--- config.mk ---
export PLATFORM = sky130hd
export DESIGN_NAME = sar_ctrl
export DESIGN_NICKNAME = d
export VERILOG_FILES = /design/src/rtl/sar_ctrl.sv
export SDC_FILE = /design/constraint.sdc
export NUM_CORES = 1
export LEC_CHECK = 0
export BUFFER_PORTS_ARGS = -buffer_cell sky130_fd_sc_hd__buf_4
export CORE_MARGIN = 2
export CORE_UTILIZATION = 30
export CTS_CLUSTER_DIAMETER = 50
export CTS_CLUSTER_SIZE = 12
export DETAILED_ROUTE_END_ITERATION = 8
export HOLD_SLACK_MARGIN = 0.03
export MAX_ROUTING_LAYER = met4
export SLEW_MARGIN = 25
export SYNTH_ARGS = -nofsm -noshare
export SYNTH_HDL_FRONTEND = slang
export SYNTH_SLANG_ARGS = --single-unit
--- constraint.sdc ---
create_clock -name CK -period 1.6 [get_ports CK]
set_input_delay 0.08 -clock CK [delete_from_list [all_inputs] [get_ports CK]]
set_output_delay 0.08 -clock CK [all_outputs]
set_load 0.01 [all_outputs]
--- src/rtl/sar_ctrl.sv ---
// Successive-approximation control for the SAR ADC: sample phase, then one bit trial per CK.
// Latency: START sampled on edge 0 -> DONE strobe after edge TSAMP+NBITS; all outputs registered.
// Backpressure: none; START while BUSY is dropped (no queuing), START in the DONE cycle is accepted.
//
// Ports:
//   CK     clock, rising edge          RN    async active-low reset
//   START  conversion request          CMP   comparator decision (1 = keep trial bit)
//   SAMPLE sample switch enable        DAC   trial code to the cap-DAC, MSB = NBITS-1
//   DOUT   last completed result       BUSY  high in SAMP and CONV
//   DONE   one-cycle strobe, DOUT valid and updated
module sar_ctrl #(
    parameter int NBITS = 8,
    parameter int TSAMP = 2
) (
    input  logic             CK,
    input  logic             RN,
    input  logic             START,
    input  logic             CMP,
    output logic             SAMPLE,
    output logic [NBITS-1:0] DAC,
    output logic [NBITS-1:0] DOUT,
    output logic             BUSY,
    output logic             DONE
);

    localparam logic [1:0] ST_IDLE = 2'd0;
    localparam logic [1:0] ST_SAMP = 2'd1;
    localparam logic [1:0] ST_CONV = 2'd2;

    // Sample counter only needs to reach TSAMP-1; the transition edge is the one after that.
    localparam int CW = (TSAMP > 1) ? $clog2(TSAMP) : 1;
    localparam int KW = $clog2(NBITS);
    localparam logic [CW-1:0] CNT_LAST = CW'(TSAMP - 1);
    localparam logic [KW-1:0] K_MSB    = KW'(NBITS - 1);
    localparam logic [NBITS-1:0] DAC_MID = {1'b1, {(NBITS-1){1'b0}}};

    logic [1:0]       state_q, state_d;
    logic [CW-1:0]    cnt_q,   cnt_d;
    logic [KW-1:0]    k_q,     k_d;
    logic [NBITS-1:0] dac_q,   dac_d;
    logic [NBITS-1:0] dout_q,  dout_d;
    logic             sample_q, sample_d;
    logic             busy_q,   busy_d;
    logic             done_q,   done_d;

    always_comb begin
        state_d  = state_q;
        cnt_d    = cnt_q;
        k_d      = k_q;
        dac_d    = dac_q;
        dout_d   = dout_q;
        sample_d = sample_q;
        busy_d   = busy_q;
        done_d   = 1'b0;
        case (state_q)
            ST_IDLE: begin
                if (START) begin
                    state_d  = ST_SAMP;
                    sample_d = 1'b1;
                    busy_d   = 1'b1;
                    dac_d    = '0;
                    cnt_d    = '0;
                end
            end
            ST_SAMP: begin
                if (cnt_q == CNT_LAST) begin
                    state_d  = ST_CONV;
                    sample_d = 1'b0;
                    dac_d    = DAC_MID;
                    k_d      = K_MSB;
                    cnt_d    = '0;
                end else begin
                    cnt_d = cnt_q + 1'b1;
                end
            end
            ST_CONV: begin
                // Resolve the current trial bit, then raise the next one as the new trial.
                dac_d[k_q] = CMP;
                if (k_q != '0) begin
                    dac_d[k_q - 1'b1] = 1'b1;
                    k_d               = k_q - 1'b1;
                end else begin
                    dout_d  = {dac_q[NBITS-1:1], CMP};
                    done_d  = 1'b1;
                    busy_d  = 1'b0;
                    state_d = ST_IDLE;
                end
            end
            default: begin
                state_d  = ST_IDLE;
                sample_d = 1'b0;
                busy_d   = 1'b0;
            end
        endcase
    end

    always_ff @(posedge CK or negedge RN) begin
        if (!RN) begin
            state_q  <= ST_IDLE;
            cnt_q    <= '0;
            k_q      <= '0;
            dac_q    <= '0;
            dout_q   <= '0;
            sample_q <= 1'b0;
            busy_q   <= 1'b0;
            done_q   <= 1'b0;
        end else begin
            state_q  <= state_d;
            cnt_q    <= cnt_d;
            k_q      <= k_d;
            dac_q    <= dac_d;
            dout_q   <= dout_d;
            sample_q <= sample_d;
            busy_q   <= busy_d;
            done_q   <= done_d;
        end
    end

    assign SAMPLE = sample_q;
    assign DAC    = dac_q;
    assign DOUT   = dout_q;
    assign BUSY   = busy_q;
    assign DONE   = done_q;

endmodule

# Yosys cells after proc, flatten, opt, wreduce, memory -nomap -nowiden

Index checks and enable logic that the tools add are counted.

Add/sub/neg operators: 2
$lt $le $gt $ge: 4
Equality and inequality tests: 6
Multiplexer cells: 26
Bitwise logic cells: 4
Reduce and logical (&&, ||, !) cells: 14

Operators with widths:

| kind                  | count |
|---|---|
| $mux W8               | 3 |
| $pmux W8 S3           | 1 |
| $reduce_and A3 Y1     | 5 |
| $mux W1               | 9 |
| $bwmux W8             | 1 |
| $lt A3 B4 Y1 const B  | 2 |
| $ne A2 B2 Y1 const B  | 4 |
| $or A8 B8 Y8          | 1 |
| $demux W1 S3          | 2 |
| $ge A3 B1 Y1 const B  | 2 |
| $mux W2               | 3 |
| $mux W3               | 2 |
| $pmux W1 S3           | 2 |
| $pmux W2 S3           | 1 |
| $pmux W3 S2           | 1 |
| $reduce_bool A3 Y1    | 2 |
| $reduce_and A2 Y1     | 2 |
| $reduce_bool A2 Y1    | 2 |
| $not A1 Y1            | 3 |
| $sub A3 B1 Y3 const B | 1 |
| $eq A2 B1 Y1 const B  | 1 |
| $eq A2 B2 Y1 const B  | 1 |
| $logic_and A1 B1 Y1   | 2 |
| $logic_not A2 Y1      | 1 |
| 2 further kinds       | 2 |

Register bits after elaboration: 25
Input port bits: 4
Logic and storage cells: 64

# Logic depth before layout (Yosys ltp)

Gate-level depths: netlist of the first run.

Depth after elaboration: 8
Mapped depth: 8

# Least setup slack after synthesis of the first run

OpenSTA, ideal clock, no wires.

Kind: register to register
From: register k_q[0]
To: register dout_q[0], in the netlist DOUT[0]
Arrival time: 1.604 ns
Setup slack: -0.129 ns
Stages on the path, launching flop included: 8
Clock period less this slack: 1.729 ns
Cells stage by stage: dfrtp_1 -> buf_2 -> inv_1 -> ha_1 -> nand2b_4 -> or2_4 -> buf_6 -> mux2_4

Cells in the longest elaborated chain, start to end: 3

RTL lines:

| what                        | RTL line | RTL |
|---|---|---|
| from (decl)                 | 39       | `logic [KW-1:0] k_q, k_d;` |
| from (signal assigned)      | 110      | `k_q <= k_d;` |
| $reduce_bool A3 Y1          | 79       | `if (k_q != '0) begin` |
| $not A1 Y1 (no line)        | -        |  |
| $reduce_and A2 Y1 (no line) | -        |  |
| to (signal assigned)        | 112      | `dout_q <= dout_d;` |
| to (decl)                   | 41       | `logic [NBITS-1:0] dout_q, dout_d;` |

No other way between the ends.
A chain may end at the register's enable or synchronous reset.

# Worst setup path in the final report of the first run

From: register state_q[0]
To: register dout_q[3], in the netlist DOUT[3]

Cells in the longest elaborated chain, start to end: 2

RTL lines:

| what                        | RTL line | RTL |
|---|---|---|
| from (decl)                 | 37       | `logic [1:0] state_q, state_d;` |
| from (signal assigned)      | 108      | `state_q <= state_d;` |
| $eq A2 B2 Y1                | 55       | `case (state_q)` |
| $reduce_and A2 Y1 (no line) | -        |  |

No other way between the ends.

==> results of run 1 <==
==> cell type report <==
class / count / area share (%)
Inverter: 8 / 1.82
Clock inverter: 1 / 0.419
Multi-Input combinational cell: 86 / 42.8
Sequential cell: 25 / 35.1
Clock buffer: 3 / 2.30
Tap cell: 52 / 3.63
Timing Repair Buffer: 33 / 14.0
==> stage by stage <==
stage / TNS (ns) / total power, mW / hold slack (ns)
2_1_floorplan: 0 / 1.66 / -0.216
3_3_place_gp: 0 / 1.99 / -0.00336
3_5_place_dp: 0 / 2.01 / 0.00519
4_1_cts: 0 / 2.42 / 0.115
5_1_grt: -0.0753 / 2.75 / 0.120
6_report: 0 / 2.53 / 0.121
==> path summary, 6_finish.rpt <==
path | to | start | cells after the start | slack [ns]
hold / removal | DOUT[0] | CMP | 2 | 0.12
max in group asynchronous | state_q[0] | RN | 2 | 1.10
setup reg to reg | DOUT[3] | state_q[0] | 5 | 0.04
min in group asynchronous | DAC[3] | RN | 2 | 0.24
hold reg to reg | DOUT[7] | DOUT[7] | 1 | 0.51
setup / recovery | DOUT[3] | state_q[0] | 5 | 0.04
==> logic make-up after synthesis <==
| kind of cell | after synthesis | synth area share (%) |
|---|---|---|
| buffers and inverters | 14 | 5.32 |
| muxes | 17 | 14.9 |
| adders and majority gates | 6 | 5.41 |
| AOI/OAI and AO/OA | 33 | 15.2 |
| and+or+nand+nor | 29 | 14.1 |
| DFF | 25 | 45.1 |
==> cells in the final DEF (no fill, tap or decap), drive strengths merged, types with 2 or more instances in the layout <==
| master | n |
|---|---|
| buf | 32 |
| dfrtp | 25 |
| o21ai | 9 |
| mux2i | 9 |
| mux2 | 8 |
| inv | 8 |
| a21oi | 7 |
| a22o | 7 |
| a31oi | 6 |
| ha | 6 |
| nand2 | 5 |
| nor2 | 5 |
| nand2b | 4 |
| nand3b | 4 |
| clkbuf | 3 |
| nor3 | 3 |
| nor3b | 3 |
| or2 | 2 |
| nand3 | 2 |
| o31ai | 2 |
==> where the power goes <==
part	total (mW)	leakage [nW]	internal [mW]	switching [mW]
Sequential	0.850	0.324	0.742	0.108
Clock	0.381	0.0217	0.177	0.205
Combinational	1.30	0.514	0.597	0.700
Total	2.53	0.860	1.52	1.01
==> state kept, by name, summed over array words and instances, names as in the netlist <==
| name | count |
|---|---|
| BUSY | 1 |
| DONE | 1 |
| SAMPLE | 1 |
| state_q | 2 |
| k_q | 3 |
| DAC | 8 |
| DOUT | 8 |
| cnt_q | 1 |
==> routing by layer <==
layer	part of all wire, %	up-vias
met2	49	26
li1	-	517
met1	46	522
met3	4.7	2
met4	0.41	0
met5	0	-
==> critical path, stage by stage, from the launching register on <==
cell	delay, ns
dfrtp_2	0.46
inv_2	0.10
ha_2	0.22
inv_2	0.08
or2_4	0.29
mux2_4	0.31
==> what timing repair did <==
action,4_1_cts,5_1_grt
setup endpoints to repair,0,18
hold buffers,1,0
resized for setup,0,15
endpoints found under the hold margin,25,0
setup buffers,0,2
==> flow_metrics.tcl, run 1 <==
set metrics [dict create \
    detail_route.wl_per_cell_um 14.0 \
    synth_top_area_share_pct 45.1 \
    synth.area.top_cells "dfrtp_1 (45%), mux2_4 (7.6%), mux2i_1 (6.5%)" \
    io_pins 23 \
    critPathMaxFanout 6 \
    finClkSkew_ns 0.00481 \
    synth.most_common_cell "dfrtp_1" \
    fill_cells 412 \
    ys.flop_type "dfrtp_1" \
    ys_seq_area_share_pct 45.1 \
    yosys.area.top_type "dfrtp_1" \
    path_clk_slew_ns 0.09 \
    criticalPathCategory "reg -> reg" \
    cp-end-kind "register" \
    grt_use_total_pct 11.9 \
    clock_path_buffers 2 \
    drt_iter0_markers 21 \
    syn_inst 124 \
    final_util_pct 40.6 \
    syn-num-nets 134 \
    min_path_type "in -> reg" \
    grt_pass1_vias 1055 \
    antennaDiodeCount 0 \
    startpoint_type "register" \
    finalCritPeriodShare_pct 97.5 \
    initial_core_util_pct 31.4 \
    die_area_um2 5190 \
    syn_area_um2 1390 \
    num_vias 1067 \
    grt_most_used_layer "met2" \
    ir_drop_uv 737 \
    fin_cells 208 \
    layout_min_cycle_time_ns 1.56 \
    layout.nets 167 \
    grt_antenna_before_repair 0 \
    htreeDepth 1 \
    relSlewSlack_pct 79.0 \
    multi_input_comb_area_um2 767 \
    gp_congestion 0.860 \
    core_um2 4410 \
    fin_area_um2 1790 \
    met3_usage_pct 3.33 \
    report.final.setup_viol 0 \
    worst_pin_slew_ns 0.315 \
    postRouteAntennaNets 0 \
    syn_area_per_cell_um2 11.2 \
    final_hold_viol_count 0 \
    grt_pass1_wl_mm 4.80 \
    regArea_um2 628 \
    cts_sinks 25 \
    numCtsBuffers 3 \
    grt-ovfl-total 0 \
    rows 24 \
    worst_slack_ns 0.0405 \
    grtUsageMet1_pct 14.3 \
    firstDrtPassIters 4 \
    syn_to_final_growth_pct 29.1 \
    p_per_area_nw_per_um2 1410 \
    routed_via_density 5.13 \
    status "finished, final reports clean" \
    fp.dieW_um 72.0 \
    place_hpwl_mm 2.12 \
    clk_latency_ns 0.27 \
    placed_cell_area_um2 1650 \
    worstPathArrival_ns 1.72 \
    routed_wl_mm 2.91 \
    grt_max_degree 26 \
    crit_required_ns 1.76 \
    io_buffers 22 \
    ys_top_cells_by_count "dfrtp_1 (25), mux2i_1 (9), o21ai_0 (9)" \
    drc 0 \
    rsz0062_at_grt "true" \
    async_reset_ff_share_pct 100 \
    max_freq_mhz 641 \
    slew_viol_final 0 \
    drive_gt1_share_pct 41.0 \
    synth-seq-cells 25 \
    post-place-ws_ns 0.00999 \
    leakage_nw 0.860 \
    synth_edf_count 0 \
    drv_cap 0 \
    yosysWarnings 0 \
    place_inst 200 \
    met2_usage_pct 19.4 \
    die_h_um 72.0 \
    cts_tree "done" \
    root_buffer "clkbuf_8" \
    yosys.cell_types.count 32 \
]
(Power assumes the default switching activity.)
==> run 2, diff against run 1 <==
==> constraint.sdc (replaced) <==
create_clock -name CK -period 1.9 [get_ports CK]
set_input_delay 0.095 -clock CK [delete_from_list [all_inputs] [get_ports CK]]
set_output_delay 0.095 -clock CK [all_outputs]
set_load 0.01 [all_outputs]
==> run 2 against run 1 <==
  * Fmax is 6.7% lower
  * Clock skew is 0.0043 ns higher
  * Flip-flop and latch count stayed put
  * Non-clock buffer count is 7 lower
  * Clock-buffer cell count stayed put
  * Critical path depth is 1 higher
  * Sequential power is 17% lower
  * Global-route usage is 0.69 points higher
  * Via count is 3.7% lower
  * Register-to-register slack better by 0.19 ns
  * Sequential share of layout area is 2.8 points higher
  * Design area is 7.8% lower
  * Critical path type unchanged
==> flow_metrics.tcl, run 2 (synthesis results as in run 1) <==
set metrics [dict create \
    finalCritPeriodShare_pct 88.0 \
    die_area_um2 5190 \
    grt-ovfl-total 0 \
    regArea_um2 626 \
    startpoint_type "register" \
    detail_route.wl_per_cell_um 14.5 \
    relSlewSlack_pct 70.8 \
    p_per_area_nw_per_um2 1160 \
    crit_family "compound AO/OA/AOI/OAI gates" \
    gp_congestion 0.823 \
    multi_input_comb_area_um2 688 \
    power_mw 1.92 \
    clockPowerShare_pct 16.5 \
    grt_pass1_wl_mm 4.97 \
    rsz0062_at_grt "false" \
    worstPathArrival_ns 1.84 \
    worst_path_max_delay_cell "dfrtp_1" \
    grt_pass1_vias 1070 \
    holdPathStages 3 \
    layout.nets 159 \
    r2r_cells 6 \
    layout_min_cycle_time_ns 1.67 \
    power_switching_mw 0.787 \
    final_cell_mix "dfrtp_1 (25), buf_4 (25), o21ai_0 (9), mux2i_1 (9)" \
    grt_use_total_pct 12.6 \
    final_hold_viol_count 0 \
    die_h_um 72.0 \
    drv_cap 0 \
    crit_required_ns 2.06 \
    leakage_nw 0.826 \
    critPathMaxFanout 5 \
    io_buffers 22 \
    max_freq_mhz 598 \
    status "finished, final reports clean" \
    drc 0 \
    num_vias 1028 \
    grt_antenna_before_repair 0 \
    criticalPathCategory "reg -> reg" \
    pwr-share-seq_pct 36.6 \
    firstDrtPassIters 4 \
    cts_tree "done" \
    core_um2 4410 \
    p_comb_share_pct 46.8 \
    initial_core_util_pct 31.4 \
    fill_cells 451 \
    p_int_mw 1.13 \
    htreeDepth 1 \
    slew_viol_final 0 \
    cts_sinks 25 \
    cts_resized 0 \
    rows 24 \
    clock_path_buffers 2 \
    postRouteAntennaNets 0 \
    grt_max_degree 26 \
    syn_to_final_growth_pct 19.1 \
    min_from "START" \
    drive_gt1_share_pct 29.1 \
    numCtsBuffers 3 \
    drt_iter0_markers 28 \
    report.final.setup_viol 0 \
    worst_pin_slew_ns 0.438 \
    min_path_type "in -> reg" \
    routed_wl_mm 2.91 \
    io_pins 23 \
    crit_start "k_q[0]" \
    ir_drop_uv 580 \
    path_clk_slew_ns 0.09 \
    fp.dieW_um 72.0 \
    routed_via_density 5.14 \
    regToRegStartpoint "k_q[0]" \
    cp-end-kind "register" \
    antennaDiodeCount 0 \
    cpPeakStageDelay_ns 0.38 \
    path_buf_inv 1 \
    hold_path_end "cnt_q" \
    switching_share_pct 41.1 \
    fin_tns_setup_ns 0 \
    place_hpwl_mm 2.15 \
    root_buffer "clkbuf_8" \
    reg2reg_to "DAC[7]" \
    finClkSkew_ns 0.00915 \
    worstPathCellList "inv_1 > ha_1 > nor2_1 > mux2i_1 > o31ai_1 > a221o_1" \
    clk_latency_ns 0.27 \
    ff2ff_setup_slack_ns 0.23 \
]
[run 2: layout make-up]
class / count / area share, %
Multi-Input combinational cell: 85 / 41.6
Sequential cell: 25 / 37.9
Timing Repair Buffer: 26 / 12.0
Tap cell: 52 / 3.94
Clock buffer: 3 / 2.50
Inverter: 8 / 1.82
Clock inverter: 1 / 0.303
[run 2: metrics by stage]
stage / utilization (%) / area (um2) / instances / hold slack, ns / setup WS (ns)
global placement: 36.2 / 1600 / 195 / 0.0159 / 0.307
global route: 37.4 / 1650 / 200 / 0.157 / 0.0492
finish: 37.4 / 1650 / 200 / 0.139 / 0.228
floorplan: - / 1390 / 124 / -0.201 / 0.171
detailed placement: 36.2 / 1600 / 195 / 0.0269 / 0.214
CTS: 37.4 / 1650 / 200 / 0.147 / 0.201
[run 2: routing by layer]
layer	global-route usage (%)	routed length, um	share of wire [%]
met5	-	0	0
met1	15.1	1300	45
met3	2.64	125	4.3
met2	20.2	1430	49
met4	6.08	44	1.5
[run 2: worst reg2reg max path: cells and delay by family (launching register included)]
kind,cells,cell delay (ns)
AOI/OAI and AO/OA,2,0.40
DFF,1,0.38
muxes,1,0.30
adders and majority gates,1,0.26
buffers and inverters,1,0.14
and+or+nand+nor,1,0.08
[run 2: how the worst max path moves through the flow]
stage               endpoint  slack (ns)  cells past startpoint
global placement      DAC[7]        0.31                      6
floorplan            DOUT[0]        0.17                      7
detailed placement    DAC[7]        0.21                      6
global route          DAC[7]        0.05                      6
CTS                   DAC[7]        0.20                      6
finish                DAC[7]        0.23                      6
[run 2: repair_timing]
action | in CTS | in global routing
hold endpoints to repair | 25 | 0
buffers inserted | 0 | 0
hold buffers | 1 | 0
setup endpoints to repair | 0 | 0
[run 2: power groups by stage]
stage | sequential, mW | combinational (mW) | clock, mW
after CTS | 0.702 | 0.901 | 0.329
after global placement | 0.703 | 0.864 | 0
after floorplan | 0.705 | 0.656 | 0
after detailed placement | 0.712 | 0.893 | 0
after global routing | 0.716 | 1.01 | 0.349
final | 0.702 | 0.897 | 0.317
